### config.mk
export PLATFORM = sky130hd
export DESIGN_NAME = tlb_fill_cache
export DESIGN_NICKNAME = d
export VERILOG_FILES = /design/src/rtl/tlb_fill_cache.sv
export SDC_FILE = /design/constraint.sdc
export NUM_CORES = 1
export LEC_CHECK = 0
export ABC_AREA = 1
export CORE_ASPECT_RATIO = 1.1
export CORE_MARGIN = 5
export CORE_UTILIZATION = 38
export CTS_CLUSTER_DIAMETER = 150
export CTS_CLUSTER_SIZE = 10
export DETAILED_ROUTE_END_ITERATION = 10
export DONT_BUFFER_PORTS = 1
export PLACE_DENSITY = 0.56
export SKIP_CTS_REPAIR_TIMING = 1
export SLEW_MARGIN = 15
export SYNTH_ARGS = -nofsm -noshare
export SYNTH_HDL_FRONTEND = slang
export SYNTH_SLANG_ARGS = --single-unit
### constraint.sdc
create_clock -name clk -period 3.6 [get_ports clk]
set_input_delay 0 -clock clk [delete_from_list [all_inputs] [get_ports clk]]
set_output_delay 0 -clock clk [all_outputs]
set_load 0.005 [all_outputs]
### src/rtl/tlb_fill_cache.sv
// Translation cache fed by two page-table-walker response channels.
// Fills are arbitrated round-robin; lookups return a registered hit/ppn/error one cycle later.
module tlb_fill_cache #(
   parameter int ENTRIES = 4,
   parameter int VPN_W   = 20,
   parameter int PPN_W   = 32
) (
   input  logic                           clk,
   input  logic                           reset,
   input  logic                           flush,
   input  logic                           fill0_valid,
   output logic                           fill0_ready,
   input  logic [VPN_W-1:0]               fill0_vpn,
   input  logic [PPN_W-1:0]               fill0_ppn,
   input  logic                           fill0_error,
   input  logic                           fill1_valid,
   output logic                           fill1_ready,
   input  logic [VPN_W-1:0]               fill1_vpn,
   input  logic [PPN_W-1:0]               fill1_ppn,
   input  logic                           fill1_error,
   input  logic                           lookup_valid,
   input  logic [VPN_W-1:0]               lookup_vpn,
   output logic                           resp_valid,
   output logic                           resp_hit,
   output logic [PPN_W-1:0]               resp_ppn,
   output logic                           resp_error,
   output logic [$clog2(ENTRIES+1)-1:0]   count
);

   localparam int PTR_W = $clog2(ENTRIES);
   localparam int CNT_W = $clog2(ENTRIES+1);

   logic [ENTRIES-1:0] valid_r;
   logic [VPN_W-1:0]   vpn_r [ENTRIES];
   logic [PPN_W-1:0]   ppn_r [ENTRIES];
   logic [ENTRIES-1:0] err_r;
   logic [PTR_W-1:0]   vptr_r;
   logic               rr_r;
   logic [CNT_W-1:0]   count_r;

   logic               grant0_s, grant1_s, accept_s;
   logic [VPN_W-1:0]   sel_vpn_s;
   logic [PPN_W-1:0]   sel_ppn_s;
   logic               sel_err_s;
   logic [ENTRIES-1:0] fill_match_s, lk_match_s;
   logic [PTR_W-1:0]   fill_idx_s, lk_idx_s, wr_idx_s;
   logic               fill_hit_s, lk_hit_s;

   // rr_r holds the last granted channel; the other one wins a tie
   assign grant0_s    = fill0_valid & (~fill1_valid | rr_r);
   assign grant1_s    = fill1_valid & (~fill0_valid | ~rr_r);
   assign fill0_ready = grant0_s & ~flush & ~reset;
   assign fill1_ready = grant1_s & ~flush & ~reset;
   assign accept_s    = fill0_ready | fill1_ready;
   assign sel_vpn_s   = fill1_ready ? fill1_vpn   : fill0_vpn;
   assign sel_ppn_s   = fill1_ready ? fill1_ppn   : fill0_ppn;
   assign sel_err_s   = fill1_ready ? fill1_error : fill0_error;
   assign count       = count_r;

   // Tag compare for the fill and lookup paths; at most one entry can match each
   always_comb begin
      fill_idx_s = '0;
      lk_idx_s   = '0;
      for (int i = 0; i < ENTRIES; i++) begin
         fill_match_s[i] = valid_r[i] & (vpn_r[i] == sel_vpn_s);
         lk_match_s[i]   = valid_r[i] & (vpn_r[i] == lookup_vpn);
         fill_idx_s      = fill_idx_s | (PTR_W'(i) & {PTR_W{fill_match_s[i]}});
         lk_idx_s        = lk_idx_s   | (PTR_W'(i) & {PTR_W{lk_match_s[i]}});
      end
   end

   assign fill_hit_s = |fill_match_s;
   assign lk_hit_s   = |lk_match_s;
   assign wr_idx_s   = fill_hit_s ? fill_idx_s : vptr_r;

   // Entry payload; validity is tracked separately so this needs no reset
   always_ff @(posedge clk) begin
      if (accept_s) begin
         vpn_r[wr_idx_s] <= sel_vpn_s;
         ppn_r[wr_idx_s] <= sel_ppn_s;
         err_r[wr_idx_s] <= sel_err_s;
      end
   end

   // Valid bits, FIFO victim pointer, population count and arbiter state
   always_ff @(posedge clk) begin
      if (reset) begin
         valid_r <= '0;
         vptr_r  <= '0;
         count_r <= '0;
         rr_r    <= 1'b1;
      end else if (flush) begin
         valid_r <= '0;
         vptr_r  <= '0;
         count_r <= '0;
      end else if (accept_s) begin
         valid_r[wr_idx_s] <= 1'b1;
         rr_r              <= fill1_ready;
         if (!fill_hit_s) begin
            // when full, entry[vptr] is the oldest fill and is simply replaced
            vptr_r <= vptr_r + PTR_W'(1);
            if (count_r != CNT_W'(ENTRIES)) begin
               count_r <= count_r + CNT_W'(1);
            end
         end
      end
   end

   // Registered lookup response, evaluated against pre-edge contents
   always_ff @(posedge clk) begin
      if (reset) begin
         resp_valid <= 1'b0;
         resp_hit   <= 1'b0;
         resp_ppn   <= '0;
         resp_error <= 1'b0;
      end else begin
         resp_valid <= lookup_valid;
         resp_hit   <= lookup_valid & lk_hit_s;
         resp_ppn   <= (lookup_valid & lk_hit_s) ? ppn_r[lk_idx_s] : '0;
         resp_error <= lookup_valid & lk_hit_s & err_r[lk_idx_s];
      end
   end

endmodule

==> impl_metrics.yaml <==
placed_design:
  portBuffers: 0
  place_area_um2: 13200
  pre_cts_slack_ns: 0.240
  place_congestion: 0.964
  dp_hpwl_mm: 31.0
cts:
  clock-sinks: 257
  clk_path_buf_depth: 3
  cts_tree: "yes"
  clkTransAtPathRegs_ns: 0.06
  insertion_delay_ns: 0.56
  h-tree-depth: 1
  cts_made_buffers: 29
  cts_root_buf: "clkbuf_16"
worst_setup_path:
  crit_type: "flop to flop"
  critPathArrivalTime_ns: 3.63
  crit_path_top_delay_cell: "dfxtp_1"
  cp.required_ns: 3.83
  crit_path_end_kind: "flop"
  crit_fanout: 42
  cpPeakStageDelay_ns: 0.34
  cp_common_cell: "nand2_1"
  setup.worst_path.start_class: "flop"
  crit_chain: "nand2_4, buf_4, buf_4, nand4_1, nand2_1, nand2_1, nand2_1, nand3_1, nor2_1, nand3_1, nand2_1, inv_1, nand2_1, nand4_1, inv_2, buf_12"
logic_synthesis:
  ys_async_sr_fraction_pct: 0
  synth_area_um2: 12600
  syn-instance-count: 1422
  yosysTopAreaCell: "edfxtp_1"
  synth.net_count: 1556
  avgSynthCellArea_um2: 8.87
  synth_warnings: 0
  ys_ff_latch: 257
  yosysMostFrequentCell: "nand2_1"
  ys_seq_area_share_pct: 57.6
  synth-main-ff-cell: "edfxtp_1"
  synth_top_area_share_pct: 50.5
  synthTopCellsByCount: "nand2_1 (406), inv_1 (213), edfxtp_1 (212)"
  synth_area_leaders: "edfxtp_1 (50%), nand2_1 (12%), dfxtp_1 (7.1%)"
  synth_edf_count: 212
  synth_cell_types: 37
flow_run:
  drv_cap: 0
run_status:
  status: "finished, violations left"
  violations: "negative hold slack"
sta:
  setup_viol: 0
  whs_ns: -0.0335
  period_share_pct: 94.4
  setup_ws_ns: 0.200
  final.setup.tns_ns: 0
  rsz0062_at_grt: "false"
  finalCriticalPeriod_ns: 3.40
  worst_pin_slew_ns: 0.973
  hold_viol: 27
  clock_skew_ns: 0.0199
  slew-limit-headroom_pct: 35.0
  drv_slew: 0
  max_freq_mhz: 294
global_route:
  grt_max_degree: 58
  grt_use_total_pct: 22.0
  grt_pass1_vias: 9666
  grt_antenna_before_repair: 1
  grt_pass1_wl_mm: 61.8
  grt_overflow: 0
floorplanning:
  pin_count: 172
  die_area_um2: 36900
  core-area_um2: 33000
  dieHeight_um: 201
  core.rowCount: 70
  dieWidth_um: 184
  start_util_pct: 38.2
pwr:
  p_per_area_nw_per_um2: 434
  max-vdd-ir-drop_mv: 0.331
  p_leak_uw: 0.00630
finish:
  synthToLayoutAreaGrowth_pct: 18.4
  nets: 1662
  final_util_pct: 45.2
  design_area_um2: 14900
  n_fill_cell: 3182
  final_layout_size_suffix_gt1_share_pct: 6.27
route:
  via_per_inst: 5.13
  first_iter_violations: 727
  route.vias.total: 10166
  wl_mm: 42.7
  drtAntennaViolNets: 0
  routedWlPerCell_um: 21.6
  drc: 0
  firstDrtPassIters: 5
hold_path:
  hp-class: "input port to flop"
## metal layers
layer  part of all wire (%)  global-route usage (%)  up-vias
li1                       -                       -     4931
met1                     40                    28.6     4759
met2                     48                    36.8      401
met3                    7.9                    4.57       75
met4                    3.6                    7.32        0
met5                      0                       0        -
## worst max-delay path, delay by kind of cell, from the launching register on
kind,cells,cell delay (ns)
simple gates,11,1.64
buf+inv,5,1.00
flops,1,0.34
## logic make-up (layout without fill, tap and decap cells)
family	Yosys count	count (layout)	synth area share, %
AO/OA/AOI/OAI	178	178	7.63
XOR/XNOR	30	30	2.08
adder cells (fa/ha/maj)	2	2	0.198
buffers and inverters	261	387	8.41
flip-flops	257	257	57.6
other	0	2	0
AND/OR/NAND/NOR	694	694	24.1
## cell type report
class                      count  area, µm²  share of cell area (%)
antenna                        2       5.00                  0.0335
clock buffer                  49        801                    5.36
clock inverter                 2       13.8                  0.0921
inverter                     218        818                    5.48
multi-input combinational    904       4300                    28.8
sequential                   257       7270                    48.6
tap                          432        541                    3.62
timing repair buffer         118       1200                    8.01
## worst paths after layout
kind,start,endpoint,slack [ns],cells after the start
worst max-delay path,rr_r,vpn_r[1][3],0.20,16
worst min-delay path,fill1_vpn[17],vpn_r[3][17],-0.03,2
worst min register to register,vptr_r[1],vptr_r[1],0.51,2
worst max register to register,rr_r,vpn_r[1][3],0.20,16
## registers in the layout, summed over array words and instances, names as in the netlist
signal	cells
ppn_r	128
vpn_r	80
resp_ppn	32
err_r	4
valid_r	4
count	3
vptr_r	2
resp_error	1
resp_hit	1
resp_valid	1
rr_r	1
## layout by cell type (no fill, tap or decap), types with 29 or more instances in the layout
cell | synthesis | routed
o22ai_1 | 30 | 30
o21ai_0 | 39 | 39
a21oi_1 | 83 | 83
nand2_1 | 406 | 404
clkbuf_16 | 0 | 29
dfxtp_1 | 45 | 45
nand4_1 | 38 | 38
edfxtp_1 | 212 | 212
dlygate4sd3_1 | 0 | 94
inv_1 | 213 | 209
nor2_1 | 69 | 69
nand3_1 | 126 | 126
## report_power, final
| part | internal, µW | switching, µW |
|---|---|---|
| clock network | 1490 | 1140 |
| registers | 3280 | 19.9 |
| logic | 203 | 346 |
| total | 4970 | 1500 |
## metrics by stage
stage                     instances  total power [µW]
after floorplan                1422              3650
after global placement         1835              3800
after detailed placement       1835              3800
after CTS                      1886              6440
after global routing           1980              6710
final                          1982              6480
Power figures use the tool's default switching activity.
